===== config.mk =====
export PLATFORM = sky130hd
export DESIGN_NAME = jk_cmd_sequencer
export DESIGN_NICKNAME = d
export VERILOG_FILES = /design/src/rtl/jk_seq_pkg.sv /design/src/rtl/jk_shadow_model.sv /design/src/rtl/jk_cmd_sequencer.sv
export SDC_FILE = /design/constraint.sdc
export NUM_CORES = 1
export LEC_CHECK = 0
export ABC_AREA = 1
export CAP_MARGIN = 20
export CORE_ASPECT_RATIO = 1.75
export CORE_UTILIZATION = 44
export DETAILED_ROUTE_END_ITERATION = 12
export HOLD_SLACK_MARGIN = 0.02
export MAX_ROUTING_LAYER = met4
export PLACE_DENSITY = 0.68
export SYNTH_ARGS = -nofsm -noshare
export SYNTH_HDL_FRONTEND = slang
export SYNTH_SLANG_ARGS = --single-unit

===== constraint.sdc =====
create_clock -name clk -period 2 [get_ports clk]
set_clock_uncertainty 0.15 [all_clocks]
set_input_delay 0.2 -clock clk [delete_from_list [all_inputs] [get_ports clk]]
set_output_delay 0.2 -clock clk [all_outputs]
set_load 0.01 [all_outputs]

===== src/rtl/jk_seq_pkg.sv =====
// rtl/jk_seq_pkg.sv - shared op encodings, FSM state type and JK next-state function
package jk_seq_pkg;

    localparam logic [1:0] OP_HOLD = 2'b00;
    localparam logic [1:0] OP_CLR  = 2'b01;
    localparam logic [1:0] OP_SET  = 2'b10;
    localparam logic [1:0] OP_TGL  = 2'b11;

    typedef enum logic [1:0] {
        IDLE = 2'd0,
        RUN  = 2'd1,
        GAP  = 2'd2
    } seq_state_t;

    function automatic logic jk_next(input logic q, input logic j, input logic k);
        logic q_n;
        case ({j, k})
            2'b00:   q_n = q;
            2'b01:   q_n = 1'b0;
            2'b10:   q_n = 1'b1;
            default: q_n = ~q;
        endcase
        return q_n;
    endfunction

endpackage


===== src/rtl/jk_shadow_model.sv =====
// rtl/jk_shadow_model.sv - behavioural copy of the downstream JK flops with sticky Q mismatch flag
module jk_shadow_model
    import jk_seq_pkg::*;
#(
    parameter int WIDTH = 4
) (
    input  logic             clk,
    input  logic             rst_n,
    input  logic             clr,
    input  logic [WIDTH-1:0] j,
    input  logic [WIDTH-1:0] k,
    input  logic [WIDTH-1:0] q_fb,
    output logic             mismatch
);

    logic [WIDTH-1:0] shadow;
    logic [WIDTH-1:0] shadow_nxt;

    always_comb begin
        shadow_nxt = shadow;
        for (int i = 0; i < WIDTH; i++) begin
            shadow_nxt[i] = jk_next(shadow[i], j[i], k[i]);
        end
    end

    // Shadow and the real flops see the same registered j/k at the same edge.
    always_ff @(posedge clk or negedge rst_n) begin
        if (!rst_n) begin
            shadow   <= '0;
            mismatch <= 1'b0;
        end else begin
            shadow   <= shadow_nxt;
            mismatch <= clr ? 1'b0 : (mismatch | (q_fb != shadow));
        end
    end

endmodule


===== src/rtl/jk_cmd_sequencer.sv =====
// rtl/jk_cmd_sequencer.sv - command sequencer driving J/K vectors; optional shadow check via JK_SEQ_SHADOW_CHECK_EN
module jk_cmd_sequencer
    import jk_seq_pkg::*;
#(
    parameter int WIDTH      = 4,
    parameter int CNT_W      = 8,
    parameter int GAP_CYCLES = 1
) (
    input  logic             clk,
    input  logic             rst_n,
    input  logic             cmd_valid,
    output logic             cmd_ready,
    input  logic [1:0]       cmd_op,
    input  logic [WIDTH-1:0] cmd_mask,
    input  logic [CNT_W-1:0] cmd_len,
    input  logic             abort,
    output logic [WIDTH-1:0] j,
    output logic [WIDTH-1:0] k,
    output logic             busy,
    output logic             done
`ifdef JK_SEQ_SHADOW_CHECK_EN
    ,
    input  logic [WIDTH-1:0] q_fb,
    output logic             mismatch
`endif
);

    localparam logic [CNT_W-1:0] CNT_ONE  = CNT_W'(1);
    localparam logic [7:0]       GAP_ONE  = 8'd1;
    localparam logic [7:0]       GAP_LOAD = (GAP_CYCLES > 0) ? 8'(GAP_CYCLES - 1) : 8'd0;

    seq_state_t       state;
    seq_state_t       state_nxt;
    logic [CNT_W-1:0] run_cnt;
    logic [CNT_W-1:0] run_cnt_nxt;
    logic [7:0]       gap_cnt;
    logic [7:0]       gap_cnt_nxt;
    logic [WIDTH-1:0] j_nxt;
    logic [WIDTH-1:0] k_nxt;
    logic             done_nxt;
    logic             hs;

    assign cmd_ready = rst_n && (state == IDLE) && !abort;
    assign hs        = cmd_valid && cmd_ready;
    assign busy      = (state != IDLE);

    always_ff @(posedge clk or negedge rst_n) begin
        if (!rst_n) begin
            state <= IDLE;
        end else begin
            state <= state_nxt;
        end
    end

    // Counters hold "remaining cycles minus one" so the exit test is a compare with zero.
    always_comb begin
        state_nxt   = state;
        run_cnt_nxt = run_cnt;
        gap_cnt_nxt = gap_cnt;
        j_nxt       = '0;
        k_nxt       = '0;
        done_nxt    = 1'b0;
        case (state)
            IDLE: begin
                if (hs) begin
                    state_nxt   = RUN;
                    run_cnt_nxt = (cmd_len == '0) ? '0 : (cmd_len - CNT_ONE);
                    j_nxt       = cmd_mask & {WIDTH{cmd_op[1]}};
                    k_nxt       = cmd_mask & {WIDTH{cmd_op[0]}};
                end
            end
            RUN: begin
                if (abort) begin
                    state_nxt   = IDLE;
                    run_cnt_nxt = '0;
                end else if (run_cnt == '0) begin
                    if (GAP_CYCLES > 0) begin
                        state_nxt   = GAP;
                        gap_cnt_nxt = GAP_LOAD;
                    end else begin
                        state_nxt = IDLE;
                        done_nxt  = 1'b1;
                    end
                end else begin
                    run_cnt_nxt = run_cnt - CNT_ONE;
                    j_nxt       = j;
                    k_nxt       = k;
                end
            end
            GAP: begin
                if (abort) begin
                    state_nxt   = IDLE;
                    gap_cnt_nxt = '0;
                end else if (gap_cnt == '0) begin
                    state_nxt = IDLE;
                    done_nxt  = 1'b1;
                end else begin
                    gap_cnt_nxt = gap_cnt - GAP_ONE;
                end
            end
            default: begin
                state_nxt = IDLE;
            end
        endcase
    end

    always_ff @(posedge clk or negedge rst_n) begin
        if (!rst_n) begin
            run_cnt <= '0;
            gap_cnt <= '0;
            j       <= '0;
            k       <= '0;
            done    <= 1'b0;
        end else begin
            run_cnt <= run_cnt_nxt;
            gap_cnt <= gap_cnt_nxt;
            j       <= j_nxt;
            k       <= k_nxt;
            done    <= done_nxt;
        end
    end

`ifdef JK_SEQ_SHADOW_CHECK_EN
    jk_shadow_model #(
        .WIDTH (WIDTH)
    ) u_shadow (
        .clk      (clk),
        .rst_n    (rst_n),
        .clr      (abort),
        .j        (j),
        .k        (k),
        .q_fb     (q_fb),
        .mismatch (mismatch)
    );
`endif

endmodule


==> metrics.txt, run 1 <==
top_reg_cell synth dfrtp_1; first-pass GRT wire length about 7 mm; iteration-0 DRC count of the detailed router 24; CTS buffer count 3; GPL Wtd Cong between 0.8 and 0.9; pins over their slew limit 0; antenna violation net count after detailed routing 0; worst vdd ir 0.520 mV; R2R cell count 9; CTS root buf clkbuf_8; cell accounting for the most synthesized area dfrtp_1; slowest CP cell clkdlybuf4s50_1; setup TNS 0 ns; max_slew headroom between 70% and 80%; Seq/Total Area, Yosys around two fifths; height of the die 86.1 µm; net count after synthesis 290; Static Leak around 1.2 nW; via count approximately 1,800; Distinct cells, synth 21; syn avg cell area around 6.7 µm²; crit path max fanout 3; GRT overflow 0; I/O pin count 29; Mapped Cells between 200 and 300; status finished clean; # port buffers 28; synthesized flop and latch total 27; Crit. End Element primary output; wire per inst 11.6 µm; CTS tree built; min Tclk post-route between 1.5 and 2 ns; endpoints failing hold 0; Critical Path RT approximately 1.7 ns; drt drc 0; WP data arrival around 1.5 ns; fillers around 400; Reg clk slew, reported paths roughly 0.090 ns; cts hold-fix bufs 0; P&R area growth vs syn 24.5%; maxcap violations 0; initial antenna violation count 0; die area approximately 4300 µm²; yosys warns 0; DP HPWL roughly 3.3 mm; Util after Layout 57.2%; DP Area roughly 2200 µm²; Fmax 556 MHz; Starting Density 46.0%; Final period util 89.9%; Mapped Area 1780 µm²; Finished Cell Area roughly 2200 µm²; Worst Tran Pin Value 0.331 ns; Worst-Skew Late Latency around 0.27 ns; Via density between 5 and 6; post-synth top area share between 30% and 40%; clk buf depth 2; largest cells by area after synthesis dfrtp_1 (38%), nand2_1 (19%), nand3_1 (12%), inv_1 (7.2%), nor2_1 (6.3%); Total Routing Usage GR between 20% and 30%; Antenna diodes 0; Post-Route WL between 4 and 5 mm; Synth async-reset ratio 100%; startpoint types flop; core footprint just under 4000 µm²; die width 50.1 µm; Final Setup Violations 0; num rows 30; unrepaired setup endpoints after global routing no; H-tree levels 1; DR pass1 iterations 4; EDFF count, synth 0; CTS Sinks 27; kind of critical path flop to primary output; worst-path cell chain nor2_1 > inv_1 > clkdlybuf4s50_1; share of layout cells above drive strength 1 9.21%; worst hold path type input port to async pin; CP max stage delay roughly 0.48 ns; number of global-route vias before repair roughly 1,700; Nets between 300 and 400; PwrDens 806 nW/µm²; largest net degree at the start of global routing 28
[metrics by stage]
stage | hold slack, ns | instances | total power, mW | setup slack (ns)
floorplan | -0.246 | 266 | 1.26 | 0.524
global placement | 0.315 | 348 | 1.47 | 0.0399
detailed placement | 0.322 | 348 | 1.49 | 0.0969
CTS | 0.252 | 352 | 1.80 | 0.199
global route | 0.257 | 352 | 1.95 | 0.0859
finish | 0.233 | 352 | 1.78 | 0.202
[sequential cells by signal, summed over array words and instances (netlist names)]
register  count
run_cnt       8
gap_cnt       8
k             4
state         2
j             4
done          1
[Yosys cell counts, types with 3 or more instances]
| library cell | number |
|---|---|
| nand2_1 | 91 |
| nand3_1 | 41 |
| inv_1 | 34 |
| nor2_1 | 30 |
| dfrtp_1 | 27 |
| o21ai_0 | 10 |
| ha_1 | 6 |
| o21ai_2 | 4 |
| inv_2 | 3 |
| nand2_2 | 3 |
| nor2_2 | 3 |
[worst max-delay path: cells and delay by family (launching register included)]
kind / cells / cell delay [ns]
AND/OR/NAND/NOR: 1 / 0.18
buffers and inverters: 2 / 0.57
flip-flops: 1 / 0.42
[cell usage in the layout, fill, tap and decap left out, drive strengths merged]
cell type and instances:
buf 7, clkbuf 3, clkdlybuf4s50 27, clkinv 1
clkinvlp 1, dfrtp 27, dlygate4sd2 1, ha 6
inv 37, nand2 94, nand3 43, nand3b 1
nand4 2, nor2 34, nor3 2, nor4 1
o21ai 14, o21bai 1, xor2 2
[layout make-up]
| class | instances | area [µm²] | share of cell area [%] |
|---|---|---|---|
| flip-flops and latches | 27 | 676 | 30.5 |
| repair buffers | 35 | 332 | 15.0 |
| well taps | 48 | 60.1 | 2.71 |
| clock inverters | 1 | 7.51 | 0.339 |
| multi-input cells | 200 | 950 | 42.9 |
| clock buffers | 3 | 41.3 | 1.87 |
| inverters | 38 | 148 | 6.67 |
[final timing paths]
| path | startpoint | endpoint | slack [ns] |
|---|---|---|---|
| worst max-delay path | state[1]$_DFFE_PN0P_ | busy | 0.20 |
| worst max register to register | run_cnt[0]$_DFFE_PN0P_ | gap_cnt[1]$_DFFE_PN0P_ | 0.32 |
| min in group clk | run_cnt[1]$_DFFE_PN0P_ | run_cnt[1]$_DFFE_PN0P_ | 0.34 |
| worst min-delay path | rst_n | run_cnt[3]$_DFFE_PN0P_ | 0.23 |
| worst min register to register | run_cnt[1]$_DFFE_PN0P_ | run_cnt[1]$_DFFE_PN0P_ | 0.34 |
| max in group asynchronous | rst_n | gap_cnt[4]$_DFFE_PN0P_ | 1.22 |
[kinds of logic after synthesis]
| group | count (synthesis) | synth area share (%) |
|---|---|---|
| compound gates | 15 | 5.21 |
| fa+ha+maj | 6 | 4.22 |
| simple gates | 177 | 43.0 |
| xor+xnor | 2 | 0.985 |
| flops | 27 | 38.0 |
| buf+inv | 39 | 8.59 |
[per-layer routing]
layer	vias to the layer above	share of wire [%]	global-route usage, %
met1	818	39	22.3
met5	-	0	-
met4	0	2.3	8.31
li1	911	-	-
met3	8	1.6	1.60
met2	24	57	42.3
[where the power goes]
| group | internal, mW | switching [mW] | total (mW) |
|---|---|---|---|
| Sequential | 0.636 | 0.0866 | 0.722 |
| Clock | 0.141 | 0.172 | 0.314 |
| Combinational | 0.286 | 0.461 | 0.747 |
[repair_timing]
item	4_1_cts	5_1_grt
buffers inserted	0	0
setup endpoints to repair	1	0
resized for setup	1	0
Power figures use the tool's default switching activity.
==> run 2: changes to the inputs <==
- CORE_UTILIZATION: 44 -> 40
- PLACE_DENSITY: 0.68 -> default
==> metrics.txt, run 2 (same netlist as run 1, synthesis figures left out) <==
WP data arrival 1.46 ns (about the same); largest net degree at the start of global routing 28 (unchanged); crit path max fanout 3 (unchanged); Reg-to-Reg End gap_cnt[2]$_DFFE_PN0P_; antenna violation net count after detailed routing 0 (unchanged); P&R area growth vs syn 24.4% (about the same); I/O pin count 29 (unchanged); Starting Density 42.4% (-3.5 points); CTS Sinks 27 (unchanged); status finished clean; CTS tree built; Critical Path RT 1.65 ns (about the same); CTS root buf clkbuf_8; Antenna diodes 0 (unchanged); DP HPWL 3.49 mm (+6.2%); CTS buffer count 3 (unchanged); first-pass GRT wire length 7.09 mm (+0.20%); core footprint 4190 µm² (+8.3%); die width 52.4 µm (+4.7%); GRT overflow 0 (unchanged); worst vdd ir 0.594 mV (+14%); Fmax 552 MHz (-0.80%); Post-Route WL 4.30 mm (+4.9%); Via density 4.90 (-2.0%); Final Setup Violations 0 (unchanged); R2R Path Start run_cnt[0]$_DFFE_PN0P_; min Tclk post-route 1.81 ns (+0.0145 ns); Nets 329 (unchanged); Total Routing Usage GR 20.1% (-2.0 points); most frequent cells in the layout nand2_1 (91), nand3_1 (41), inv_1 (34), nor2_1 (30); PwrDens 807 nW/µm² (+0.14%); Final period util 90.6% (+0.72 points); Crit. End Element primary output; worst hold path type input port to async pin; setup TNS 0 ns (unchanged); cts hold-fix bufs 0 (unchanged); kind of critical path flop to primary output; Util after Layout 52.8% (-4.4 points); max_slew headroom 76.7% (-1.3 points); die area 4730 µm² (+9.7%); Static Leak 1.19 nW (+0.41%); drt drc 0 (unchanged); maxcap violations 0 (unchanged); DP Cell Count 349 (+0.29%); unrepaired setup endpoints after global routing no; via count 1,730 (-1.8%); Worst-Skew Late Latency 0.28 ns (about the same); endpoints failing hold 0 (unchanged); Worst Tran Pin Value 0.350 ns (+0.0190 ns); num rows 31 (+3.3%); flop2flop setup slack 0.30 ns (-0.02 ns); share of layout cells above drive strength 1 9.21% (unchanged); startpoint types flop; final std cells w/o fill 353 (+0.28%); H-tree levels 1 (unchanged); pins over their slew limit 0 (unchanged); Regs by FF count gap_cnt (8), run_cnt (8); wire per inst 12.2 µm (+4.6%); GPL Wtd Cong 0.830 (+1.9%); initial antenna violation count 0 (unchanged); clk buf depth 2 (unchanged); iteration-0 DRC count of the detailed router 29 (+21%); most common library cell in the layout ignoring fill and taps nand2_1; # port buffers 28 (unchanged); hold slack 0.235 ns (+0.00192 ns); height of the die 90.2 µm (+4.8%); Pwr Total 1.78 mW (about the same); Reg clk slew, reported paths 0.10 ns (about the same); number of global-route vias before repair 1,679 (+1.4%); R2R cell count 10 (+1); DR pass1 iterations 4 (unchanged)
run 2: per-stage QoR:
stage | instance area [µm²] | worst slack (ns)
floorplan | 1780 | 0.524
finish | 2210 | 0.187
global placement | 2170 | 0.0494
global route | 2210 | 0.0714
detailed placement | 2170 | 0.0784
CTS | 2210 | 0.192
run 2: critical path, cell delays in order, from the launching register on:
cell and delay (ns):
dfrtp_1 0.42, nor2_1 0.20, inv_1 0.08, clkdlybuf4s50_1 0.49
run 2: report_power, final:
part | leakage [nW] | internal, mW | switching, mW
logic | 0.800 | 0.286 | 0.465
clock network | 0.0255 | 0.140 | 0.173
registers | 0.363 | 0.636 | 0.0860
run 2: area by class of cell:
cell class,instances,area [µm²]
Fill cell,441,1980
Clock inverter,1,5.00
Timing Repair Buffer,35,332
Tap cell,49,61.3
Sequential cell,27,676
Inverter,38,148
Multi-Input combinational cell,200,950
Clock buffer,3,41.3
run 2: worst max path at each step:
| stage | start | end | slack, ns | depth (start not counted) |
|---|---|---|---|---|
| after floorplan | run_cnt[0]$_DFFE_PN0P_ | run_cnt[2]$_DFFE_PN0P_ | 0.52 | 9 |
| after global placement | rst_n | cmd_ready | 0.05 | 4 |
| after detailed placement | rst_n | cmd_ready | 0.08 | 4 |
| after CTS | state[1]$_DFFE_PN0P_ | busy | 0.19 | 3 |
| after global routing | state[1]$_DFFE_PN0P_ | busy | 0.07 | 3 |
| final | state[1]$_DFFE_PN0P_ | busy | 0.19 | 3 |
run 2: routing by layer:
| metal | GRT usage (%) | wire length (µm) |
|---|---|---|
| met5 | - | 0 |
| met4 | 4.61 | 41 |
| met3 | 1.52 | 65 |
| met2 | 39.1 | 2560 |
| met1 | 20.2 | 1630 |
run 2: what timing repair did:
action / in CTS / in global routing
setup endpoints to repair: 1 / 0
buffers inserted: 0 / 0
resized for setup: 1 / 0
==> run 3: changes to the inputs <==
- ABC_AREA: 1 -> 0
- clock period: 2 -> 1.8 ns (I/O delays scaled with it)
==> metrics.txt, run 3 <==
Via density 5.52 (+13%); pins over their slew limit 0 (unchanged); largest net degree at the start of global routing 21 (-25%); count leader, synth dfrtp_1; Nets 267 (-19%); CTS root buf clkbuf_8; final worst slack -0.221 ns (-0.408 ns); initial antenna violation count 0 (unchanged); die area 4200 µm² (-11%); startpoint types flop; EDFF count, synth 0 (unchanged); die width 49.4 µm (-5.7%); Final Setup Violations 23 (+23); wire per inst 14.9 µm (+23%); CTS buffer count 3 (unchanged); DP HPWL 3.49 mm (about the same); Distinct cells, synth 39 (+86%); P&R area growth vs syn 49.2%; CTS Sinks 27 (unchanged); Post-synth top cells dfrtp_1 (27), nor2_1 (14), a22o_1 (13), inv_1 (12), o21ai_0 (11); share of layout cells above drive strength 1 28.1% (+19 points); Mapped Cells 166 (-38%); most common library cell in the layout ignoring fill and taps buf_4; CTS tree built; GPL Wtd Cong 0.887 (+6.8%); I/O pin count 29 (unchanged); Static Leak 1.08 nW (-9.2%); top_reg_cell synth dfrtp_1; DR pass1 iterations 4 (unchanged); violated checks negative setup slack; status complete, but fails checks; num rows 29 (-6.5%); max_slew headroom 74.0% (-2.6 points); # port buffers 28 (unchanged); WP data arrival 2.08 ns (+0.62 ns); endpoints failing hold 0 (unchanged); Worst-Skew Late Latency 0.27 ns (about the same); number of global-route vias before repair 1,716 (+2.2%); syn avg cell area 9.47 µm² (+42%); kind of critical path flop to flop; antenna violation net count after detailed routing 0 (unchanged); Starting Density 42.5% (+0.052 points); Regs by FF count gap_cnt (8), run_cnt (8); via count 1,589 (-8.2%); maxcap violations 0 (unchanged); largest cells by area after synthesis dfrtp_1 (43%), a22o_1 (7.2%), ha_1 (4.8%), o21ai_0 (3.5%), nor2_1 (3.3%); Post-Route WL 4.30 mm (+0.12%); net count after synthesis 190 (-34%); Finished Cell Area 2350 µm² (+6.1%); worst vdd ir 0.770 mV (+30%); post-synth top area share 43.0% (+5.0 points); synthesized flop and latch total 27 (unchanged); Total Routing Usage GR 23.3% (+3.1 points); GRT overflow 0 (unchanged); unrepaired setup endpoints after global routing yes; first-pass GRT wire length 7.39 mm (+4.2%); iteration-0 DRC count of the detailed router 18 (-38%); Antenna diodes 0 (unchanged); DP Area 2260 µm² (+4.1%); Final period util 112%; H-tree levels 1 (unchanged); crit path max fanout 5 (+2); Crit. End Element flop; Mapped Area 1570 µm² (-12%); most frequent cells in the layout buf_4 (46), dfrtp_1 (27), clkdlybuf4s50_1 (26), nor2_1 (14), a22o_1 (13); Fmax approximately 490 MHz; Critical Path RT 1.86 ns (+0.21 ns); min Tclk post-route between 2 and 2.5 ns; core footprint 3700 µm² (-12%); Reg clk slew, reported paths 0.10 ns (about the same); yosys warns 0 (unchanged); Seq/Total Area, Yosys 43.0% (+5.0 points); hold slack 0.156 ns (-0.0793 ns); height of the die 85.0 µm (-5.8%); Synth async-reset ratio 100% (unchanged); PwrDens 917 nW/µm² (+14%); worst hold path type input port to async pin; cell accounting for the most synthesized area dfrtp_1; clk buf depth 2 (unchanged); drt drc 0 (unchanged); Worst Tran Pin Value 0.386 ns (+0.0359 ns); Pwr Total 2.15 mW (+21%)
[run 3: logic make-up after synthesis]
group	Yosys count	synth area share, %
simple gates	58	20.3
compound gates	52	23.7
flops	27	43.0
buf+inv	16	4.38
xor+xnor	7	3.90
fa+ha+maj	6	4.77
[run 3: area by class of cell]
| type | instances | area (µm²) |
|---|---|---|
| Multi-Input combinational cell | 123 | 870 |
| Timing Repair Buffer | 76 | 651 |
| Clock buffer | 3 | 41.3 |
| Inverter | 12 | 45.0 |
| Tap cell | 46 | 57.6 |
| Clock inverter | 1 | 7.51 |
| Fill cell | 332 | 1350 |
| Sequential cell | 27 | 676 |
[run 3: final timing paths]
kind | endpoint | cells past startpoint | slack [ns] | start
worst max-delay path | gap_cnt[3]$_DFFE_PN0P_ | 5 | -0.22 | run_cnt[4]$_DFFE_PN0P_
worst min-delay path | state[1]$_DFFE_PN0P_ | 2 | 0.16 | rst_n
worst max register to register | gap_cnt[3]$_DFFE_PN0P_ | 5 | -0.22 | run_cnt[4]$_DFFE_PN0P_
worst min register to register | j[2]$_DFFE_PN0P_ | 1 | 0.36 | j[2]$_DFFE_PN0P_
max in group asynchronous | j[2]$_DFFE_PN0P_ | 2 | 1.13 | rst_n
min in group clk | j[2]$_DFFE_PN0P_ | 1 | 0.36 | j[2]$_DFFE_PN0P_
[run 3: metrics by stage]
| stage | setup TNS [ns] | util, % | worst slack, ns | instances |
|---|---|---|---|---|
| after CTS | -3.80 | 63.4 | -0.248 | 288 |
| after floorplan | -2.22 | - | -0.279 | 166 |
| after global routing | -5.32 | 63.4 | -0.338 | 288 |
| after global placement | -5.57 | 61.0 | -0.345 | 282 |
| final | -3.27 | 63.4 | -0.221 | 288 |
| after detailed placement | -6.43 | 61.0 | -0.423 | 282 |
[run 3: per-layer routing]
layer / wire [µm] / vias up / global-route usage, %
met3: 93 / 12 / 1.79
met5: 0 / - / -
met1: 1590 / 769 / 22.5
met2: 2470 / 33 / 45.0
met4: 152 / 0 / 10.9
li1: - / 775 / -
[run 3: worst max-delay path, stage by stage, from the launching register on]
cell,delay [ns]
dfrtp_1,0.39
or4_4,0.60
o31ai_4,0.30
nand3_2,0.09
or3_1,0.31
a21oi_1,0.12
[run 3: power breakdown]
group	internal [mW]	leakage (nW)	switching (mW)	total (mW)
Clock	0.157	0.0217	0.194	0.351
Combinational	0.529	0.704	0.478	1.01
Sequential	0.719	0.353	0.0755	0.794
[run 3: timing repair]
action,CTS,global route
setup buffers,2,1
setup endpoints to repair,28,27
cloned,0,0
hold buffers,0,0
pin swaps,5,4
resized for setup,12,3
